`src/rtl/core2wishbone_bridge.sv`:
```
`default_nettype none
// ============================================================================
// Module   : core2wishbone_bridge
// Purpose  : Bridges the Aquila device I/O port to a single-beat Wishbone B4
//            pipelined master. Each core request is registered and driven as
//            one Wishbone cycle that honours stall. The cycle ends on ack, on
//            err, or on a watchdog timeout. Registered read data is returned
//            with a one-cycle ready pulse.
// Ports    : clk_i, rst_n_i          - clock, asynchronous active-low reset
//            S_DEVICE_*_i            - core request (strobe/addr/rw/be/data)
//            S_DEVICE_data_ready_o   - one-cycle completion pulse
//            S_DEVICE_data_o/err_o   - read data / error, valid with ready
//            busy_o                  - a bus cycle is in flight
//            wb_*_o                  - registered Wishbone master outputs
//            wb_stall_i/ack_i/err_i  - Wishbone slave responses
//            wb_dat_i                - Wishbone read data
// Revision : 1.0 - initial release
// ============================================================================
module core2wishbone_bridge #(
    parameter int XLEN     = 32,
    parameter int AW       = 8,
    parameter int ADDR_LSB = 2,
    parameter int TIMEOUT  = 255
) (
    input  logic              clk_i,
    input  logic              rst_n_i,
    input  logic              S_DEVICE_strobe_i,
    input  logic [XLEN-1:0]   S_DEVICE_addr_i,
    input  logic              S_DEVICE_rw_i,
    input  logic [XLEN/8-1:0] S_DEVICE_byte_enable_i,
    input  logic [XLEN-1:0]   S_DEVICE_data_i,
    output logic              S_DEVICE_data_ready_o,
    output logic [XLEN-1:0]   S_DEVICE_data_o,
    output logic              S_DEVICE_err_o,
    output logic              busy_o,
    output logic              wb_cyc_o,
    output logic              wb_stb_o,
    output logic              wb_we_o,
    output logic [AW-1:0]     wb_adr_o,
    output logic [XLEN-1:0]   wb_dat_o,
    output logic [XLEN/8-1:0] wb_sel_o,
    input  logic              wb_stall_i,
    input  logic              wb_ack_i,
    input  logic              wb_err_i,
    input  logic [XLEN-1:0]   wb_dat_i
);

    localparam int CW = (TIMEOUT > 0) ? $clog2(TIMEOUT + 1) : 1;

    localparam logic [1:0] c_idle = 2'd0;
    localparam logic [1:0] c_req  = 2'd1;
    localparam logic [1:0] c_wait = 2'd2;
    localparam logic [1:0] c_done = 2'd3;

    localparam logic [CW-1:0] c_cnt_max  = CW'(TIMEOUT);
    // The abort decision is taken one cycle before the counter would reach
    // TIMEOUT, so cyc is high for at most TIMEOUT cycles.
    localparam logic [CW-1:0] c_cnt_last = CW'((TIMEOUT > 0) ? TIMEOUT - 1 : 0);

    logic [1:0]        r_state;
    logic [CW-1:0]     r_cnt;
    logic              r_cyc;
    logic              r_stb;
    logic              r_we;
    logic [AW-1:0]     r_adr;
    logic [XLEN-1:0]   r_dat;
    logic [XLEN/8-1:0] r_sel;
    logic [XLEN-1:0]   r_rdata;
    logic              r_err;

    logic              w_active;
    logic              w_expire;
    logic              w_unused_addr;

    assign w_active = (r_state == c_req) || (r_state == c_wait);

    // Only the word-address slice of the byte address reaches the bus.
    assign w_unused_addr = ^S_DEVICE_addr_i;

    generate
        if (TIMEOUT > 0) begin : g_wdog
            assign w_expire = (r_cnt == c_cnt_last);
        end else begin : g_no_wdog
            assign w_expire = 1'b0;
        end
    endgenerate

    always_ff @(posedge clk_i or negedge rst_n_i) begin
        if (!rst_n_i) begin
            r_state <= c_idle;
            r_cnt   <= '0;
            r_cyc   <= 1'b0;
            r_stb   <= 1'b0;
            r_we    <= 1'b0;
            r_adr   <= '0;
            r_dat   <= '0;
            r_sel   <= '0;
            r_rdata <= '0;
            r_err   <= 1'b0;
        end else begin
            case (r_state)
                c_idle, c_done: begin
                    if (S_DEVICE_strobe_i) begin
                        r_state <= c_req;
                        r_cnt   <= '0;
                        r_cyc   <= 1'b1;
                        r_stb   <= 1'b1;
                        r_we    <= S_DEVICE_rw_i;
                        r_adr   <= S_DEVICE_addr_i[ADDR_LSB+AW-1:ADDR_LSB];
                        r_dat   <= S_DEVICE_data_i;
                        r_sel   <= S_DEVICE_byte_enable_i;
                    end else begin
                        r_state <= c_idle;
                    end
                end
                default: begin
                    if (r_cnt != c_cnt_max) begin
                        r_cnt <= r_cnt + CW'(1);
                    end
                    // A slave response wins over a watchdog expiry in the
                    // same cycle; err wins over a simultaneous ack.
                    if (wb_ack_i || wb_err_i) begin
                        r_state <= c_done;
                        r_cyc   <= 1'b0;
                        r_stb   <= 1'b0;
                        r_err   <= wb_err_i;
                        r_rdata <= (!wb_err_i && !r_we) ? wb_dat_i : '0;
                    end else if (w_expire) begin
                        r_state <= c_done;
                        r_cyc   <= 1'b0;
                        r_stb   <= 1'b0;
                        r_err   <= 1'b1;
                        r_rdata <= '0;
                    end else if ((r_state == c_req) && !wb_stall_i) begin
                        r_state <= c_wait;
                        r_stb   <= 1'b0;
                    end
                end
            endcase
        end
    end

    assign wb_cyc_o              = r_cyc;
    assign wb_stb_o              = r_stb;
    assign wb_we_o               = r_we;
    assign wb_adr_o              = r_adr;
    assign wb_dat_o              = r_dat;
    assign wb_sel_o              = r_sel;
    assign S_DEVICE_data_o       = r_rdata;
    assign S_DEVICE_err_o        = r_err;
    assign S_DEVICE_data_ready_o = (r_state == c_done);
    assign busy_o                = w_active;

endmodule
`default_nettype wire
```
`config.mk`:
```
export PLATFORM = sky130hd
export DESIGN_NAME = core2wishbone_bridge
export DESIGN_NICKNAME = d
export VERILOG_FILES = /design/src/rtl/core2wishbone_bridge.sv
export SDC_FILE = /design/constraint.sdc
export NUM_CORES = 1
export LEC_CHECK = 0
export BUFFER_PORTS_ARGS = -buffer_cell sky130_fd_sc_hd__buf_2
export CAP_MARGIN = 10
export CORE_ASPECT_RATIO = 0.6
export CORE_MARGIN = 3
export CORE_UTILIZATION = 45
export CTS_BUF_LIST = sky130_fd_sc_hd__clkbuf_16
export DETAILED_ROUTE_END_ITERATION = 10
export PLACE_DENSITY = 0.78
export SLEW_MARGIN = 30
export SYNTH_ARGS = -nofsm -noshare
export SYNTH_HDL_FRONTEND = slang
export SYNTH_SLANG_ARGS = --single-unit
```
`constraint.sdc`:
```
create_clock -name clk_i -period 2.69 [get_ports clk_i]
set_clock_uncertainty 0.15 [all_clocks]
set_input_delay 0.4035 -clock clk_i [delete_from_list [all_inputs] [get_ports clk_i]]
set_output_delay 0.4035 -clock clk_i [all_outputs]
set_load 0.02 [all_outputs]
```
==> results by group, run 1 <==
Power
  • Cell Pwr Density: 1260 mW/mm²
  • Pleak: 0.00257 µW
  • Max VDD drop: 838 µV

Yosys
  • Area fraction of the dominant cell type after synthesis: 56.0%
  • Most common flop cell mapped by yosys: dfrtp_1
  • Syn. warnings: 0
  • Net count after synthesis: 423
  • Sequential element share of the synthesized area: 56.0%
  • Synthesis-stage register bit count: 90
  • Synthesized area per cell: 12.9 µm²
  • Mapped Area: 0.00403 mm²
  • Synth top area cells: dfrtp_1 (56%), mux2_4 (10%), a22oi_1 (6.0%)
  • Async SR Flop Fraction: 100%
  • Mapped Cells: 312
  • EDFF count, synth: 0
  • Count of different cell masters after synthesis: 38
  • Cell taking the most area after synthesis: dfrtp_1

Floorplan
  • Chip height: 79.3 µm
  • Die area: 0.0102 mm²
  • Initial Util: 46.9%
  • Boundary pin count: 189
  • Die X: 128 µm
  • # rows: 26
  • Core ar.: 0.00859 mm²

Clocking
  • Worst-Skew Late Latency: 0.33 ns
  • Htree depth: 3
  • CTS tree: built
  • Total clock sinks: 90
  • Resize count post-CTS: 0
  • Clk slew on worst S/H paths: 0.06 ns
  • Max clock buf depth: 2
  • Setup Buffers After CTS: 0
  • Cts bufs inserted: 9
  • Root Driver: clkbuf_16

Timing
  • F_max: 456 MHz
  • Final Hold Vio Count: 0
  • Setup TNS Final: 0 ns
  • Period utilisation layout: 81.6%
  • RSZ-0062 raised after global routing: false
  • Final setup viols: 0
  • Worst Max-Slew Pin Slew: 0.573 ns
  • Pins Over Slew Limit: 0
  • Relative slew slack: 61.8%
  • Fin crit period: 2.19 ns

Finish
  • Layout cells sized above 1: 49.9%
  • Area Overhead vs Synth: 28.6%
  • Final Util: 60.3%
  • Commonest non-fill, non-tap cell in the layout: buf_2
  • Most frequent cells in the layout: buf_2 (163), dfrtp_1 (90), inv_1 (39)
  • NumNets Final: 587
  • Number of diodes: 0

Drt
  • Routed wire per std cell: 16.0 µm
  • Initial drt markers: 179
  • DRC Markers: 0
  • Vias per cell: 5.04
  • Router iterations before antenna repair: 4
  • Total wire length: 9500 µm
  • Vias: 2,991
  • DRT antenna net count: 0

Setup path
  • CP Class: reg -> out
  • Critical path's largest stage delay: 0.40 ns
  • CP Cell Sequence: ha_1 > buf_4 > inv_1 > buf_2
  • CP max FO: 10
  • Critical Path Start Type: register
  • Req. time, crit path: 2.14 ns
  • Worst Path Arrival: 1.64 ns
  • CP Capture Type: primary output
  • Family with the most delay on the worst path: buffers and inverters
  • Buf/Inv on CP: 3
  • CP max stage cell: dfrtp_1

Place
  • RePlAce Congestion: 0.938
  • Dpl hpwl: 6700 µm
  • Port-buffer cells: 164

Global routing
  • Global-route wire length before repair: 15,500 µm
  • Total Routing Usage GR: 19.4%
  • Largest net degree at the start of global routing: 50
  • Number of global-route vias before repair: 3,130
  • Remaining global-route overflow: 0
  • Antenna violations before repair: 0

Outcome
  • Outcome: complete, no violations

Run
  • Maxcap violations: 0

Min path
  • HP Class: in -> reg
[cell usage after synthesis (all sizes together) (3+ instances only)]
library cell	number
a21oi	3
a22oi	32
a31oi	4
buf	16
dfrtp	90
ha	4
inv	37
mux2	45
nand2	10
nand3	3
nor2	3
o21ai	40
[per-stage QoR]
step	cell area, µm²	hold WS [ns]	total power [µW]	instances	setup slack [ns]
global route	5170	0.134	6980	593	0.419
detailed placement	4900	0.286	5460	576	0.733
finish	5170	0.146	6540	593	0.496
global placement	4900	0.283	5340	576	0.794
CTS	5170	0.132	6620	593	0.493
floorplan	4030	-0.0421	4540	312	0.900
[state kept, by name, indices dropped and copies added (netlist names)]
signal and flops:
r_state 2, S_DEVICE_err_o 1, wb_stb_o 1, wb_sel_o 4, S_DEVICE_data_o 32, r_cnt 8
wb_dat_o 32, wb_cyc_o 1, wb_we_o 1, wb_adr_o 8
[power by group]
part           internal, µW  total, µW  switching [µW]
Sequential             1940       2320             381
Combinational          1340       3100            1760
Clock                   614       1110             498
[layout make-up]
type | count | area [µm²]
repair buffers | 171 | 903
clock buffers | 9 | 225
fillers | 716 | 3410
clock inverters | 7 | 38.8
inverters | 37 | 139
flip-flops and latches | 90 | 2250
multi-input cells | 167 | 1480
well taps | 112 | 140
[repair_timing]
action / CTS / global route
endpoints found under the hold margin: 41 / 0
hold buffers: 1 / 0
setup endpoints to repair: 0 / 0
[kinds of logic after synthesis]
family | after synthesis | synth area share, %
simple gates | 29 | 5.04
fa+ha+maj | 4 | 1.24
mux | 47 | 15.7
compound gates | 87 | 14.7
buf+inv | 55 | 7.37
flops | 90 | 56.0
[final timing paths]
path                                     from                  end  slack (ns)  cells after the start
max in group asynchronous             rst_n_i             r_cnt[3]        1.25                      3
min reg2reg                      wb_dat_o[14]         wb_dat_o[14]        0.35                      1
max reg2reg                        r_state[0]  S_DEVICE_data_o[17]        0.71                      6
min in group asynchronous             rst_n_i          wb_dat_o[5]        0.46                      2
max                                r_state[0]               busy_o        0.50                      4
min                        S_DEVICE_data_i[3]          wb_dat_o[3]        0.15                      2
[per-layer routing]
metal	up-vias	global-route usage, %	wire [µm]
li1	1430	-	-
met1	1454	24.9	4010
met2	98	30.9	4570
met3	9	7.86	821
met4	0	4.45	89
met5	-	0	0
No activity file was read; power rests on OpenSTA's default activity.
==> inputs of run 2 (changes only) <==
==> constraint.sdc (replaced) <==
create_clock -name clk_i -period 2.2 [get_ports clk_i]
set_clock_uncertainty 0.15 [all_clocks]
set_input_delay 0.33 -clock clk_i [delete_from_list [all_inputs] [get_ports clk_i]]
set_output_delay 0.33 -clock clk_i [all_outputs]
set_load 0.02 [all_outputs]
==> run 2 against run 1 <==
  * Final cell count up 0.34%
  * Total power up 25%
  * Combinational power up 23%
  * Sequential share of layout area down 0.60 points
  * Routed wire length about the same
  * Worst hold slack worse by 0.082 ns
  * Core utilization up 0.84 points
  * Via count up 1.7%
  * Cell area up 1.4%
  * Register-to-register slack worse by 0.51 ns
  * Count of clock-buffer cells in the layout unchanged
  * Setup slack worse by 0.37 ns
  * Largest cell class unchanged
  * Largest power group unchanged
==> results by group, run 2 (synthesis gave the netlist of run 1 again) <==
Clocking
  • Clk slew on worst S/H paths: 0.07 ns (was 0.06 ns)
  • Htree depth: 3 (unchanged)
  • Setup Buffers After CTS: 0 (unchanged)
  • CTS tree: built (unchanged)
  • Max clock buf depth: 2 (unchanged)
  • Total clock sinks: 90 (unchanged)
  • Worst-Skew Late Latency: 0.33 ns (about the same)
  • Root Driver: clkbuf_16 (unchanged)
  • Cts bufs inserted: 9 (unchanged)

Global routing
  • Total Routing Usage GR: 19.5% (was 19.4%)
  • Largest net degree at the start of global routing: 44 (was 50)
  • Global-route wire length before repair: 15,500 µm (about the same)
  • Number of global-route vias before repair: 3,142 (was 3,130)
  • Antenna violations before repair: 0 (unchanged)
  • Remaining global-route overflow: 0 (unchanged)

Timing
  • F_max: 481 MHz
  • Hold slack: 0.0638 ns (was 0.146 ns)
  • Period utilisation layout: 94.4%
  • Worst Max-Slew Pin Slew: 0.571 ns (was 0.573 ns)
  • Setup TNS Final: 0 ns (unchanged)
  • Post-route setup slack: 0.122 ns (was 0.496 ns)
  • RSZ-0062 raised after global routing: false (unchanged)
  • Relative slew slack: 61.9% (was 61.8%)
  • Final Hold Vio Count: 0 (unchanged)
  • Pins Over Slew Limit: 0 (unchanged)
  • Final setup viols: 0 (unchanged)
  • Fin crit period: 2.08 ns

Min path
  • Hold Crit Depth: 3 (was 2)
  • HP Class: in -> reg (unchanged)

Floorplan
  • Initial Util: 46.9% (unchanged)
  • Die area: 0.0102 mm² (unchanged)
  • Core ar.: 0.00859 mm² (unchanged)
  • # rows: 26 (unchanged)
  • Chip height: 79.3 µm (unchanged)
  • Boundary pin count: 189 (unchanged)
  • Die X: 128 µm (unchanged)

Finish
  • FF/Latch Area: 0.00225 mm² (unchanged)
  • Layout cells sized above 1: 50.9% (was 49.9%)
  • Number of diodes: 0 (unchanged)
  • Fin area: 0.00525 mm² (was 0.00517 mm²)
  • Most frequent cells in the layout: buf_2 (163), dfrtp_1 (90), inv_1 (38) (was buf_2 (163), dfrtp_1 (90), inv_1 (39))
  • Fillers: 691 (was 716)
  • Area Overhead vs Synth: 30.4% (was 28.6%)
  • NumNets Final: 589 (was 587)
  • Commonest non-fill, non-tap cell in the layout: buf_2 (unchanged)
  • Area occupied by multi-input gates: 0.00148 mm² (about the same)

Outcome
  • Outcome: complete, no violations (unchanged)

Drt
  • Vias per cell: 5.11 (was 5.04)
  • Total wire length: 9490 µm (was 9500 µm)
  • Initial drt markers: 157 (was 179)
  • DRT antenna net count: 0 (unchanged)
  • Routed wire per std cell: 15.9 µm (was 16.0 µm)
  • DRC Markers: 0 (unchanged)
  • Router iterations before antenna repair: 4 (unchanged)
  • Vias: 3,042 (was 2,991)

Place
  • Port-buffer cells: 164 (unchanged)
  • Placed Instance Area: 0.00494 mm² (was 0.00490 mm²)
  • Worst slack at placement: 0.110 ns (was 0.733 ns)
  • Dpl hpwl: 6900 µm (was 6700 µm)
  • RePlAce Congestion: 0.847 (was 0.938)

Setup path
  • CP Capture Type: primary output (unchanged)
  • Worst Path Arrival: 1.60 ns (was 1.64 ns)
  • Reg2reg path depth: 4 (was 6)
  • Req. time, crit path: 1.72 ns (was 2.14 ns)
  • CP Class: reg -> out (unchanged)
  • CP max FO: 11 (was 10)
  • Critical Path Start Type: register (unchanged)

Power
  • Max VDD drop: 946 µV (was 838 µV)
  • Pleak: 0.00261 µW (was 0.00257 µW)
  • Cell Pwr Density: 1560 mW/mm² (was 1260 mW/mm²)

Run
  • Maxcap violations: 0 (unchanged)
[run 2: cell types whose count changed in the layout (fill, tap and decap cells not counted), sizes merged]
cell / delta
inv: +1
bufinv: +1
buf: +2
clkinv: -1
clkinvlp: -1
[run 2: final cells by class]
cell class / instances / share of cell area, %
Clock buffer: 9 / 4.29
Clock inverter: 7 / 1.31
Timing Repair Buffer: 173 / 18.0
Sequential cell: 90 / 42.9
Inverter: 37 / 2.65
Tap cell: 112 / 2.67
Multi-Input combinational cell: 167 / 28.2
[run 2: worst paths after layout]
| path | slack (ns) | start | endpoint |
|---|---|---|---|
| worst max-delay path | 0.12 | r_state[0] | busy_o |
| worst min-delay path | 0.06 | wb_dat_i[3] | S_DEVICE_data_o[3] |
| worst max register to register | 0.20 | r_state[0] | wb_dat_o[22] |
| worst min register to register | 0.35 | wb_dat_o[7] | wb_dat_o[7] |
| max in group asynchronous | 0.90 | rst_n_i | S_DEVICE_data_o[18] |
| min in group asynchronous | 0.38 | rst_n_i | wb_dat_o[2] |
[run 2: routing by layer]
| metal | GRT usage [%] | vias to the layer above | wire [µm] |
|---|---|---|---|
| met5 | 0 | - | 0 |
| met4 | 6.36 | 0 | 110 |
| met3 | 7.53 | 13 | 796 |
| met2 | 31.0 | 111 | 4510 |
| met1 | 24.7 | 1489 | 4070 |
| li1 | - | 1429 | - |
[run 2: repair_timing]
action | CTS | global route
endpoints found under the setup margin | 0 | 1
endpoints found under the hold margin | 41 | 0
hold buffers | 1 | 0
resized for setup | 0 | 1
[run 2: power by group]
group	total (µW)	internal (µW)	switching [µW]
logic	3800	1670	2130
registers	2850	2370	484
clock network	1520	880	643
[run 2: stage by stage]
| stage | power (µW) | instances | util [%] |
|---|---|---|---|
| CTS | 8260 | 595 | 61.1 |
| finish | 8170 | 595 | 61.1 |
| floorplan | 5550 | 312 | - |
| detailed placement | 6700 | 578 | 57.5 |
| global placement | 6540 | 578 | 57.5 |
| global route | 8690 | 595 | 61.1 |
[run 2: worst max-delay path, stage by stage (launching register included)]
cell and delay [ns]:
dfrtp_1 0.41, ha_2 0.48, inv_1 0.17, buf_2 0.20
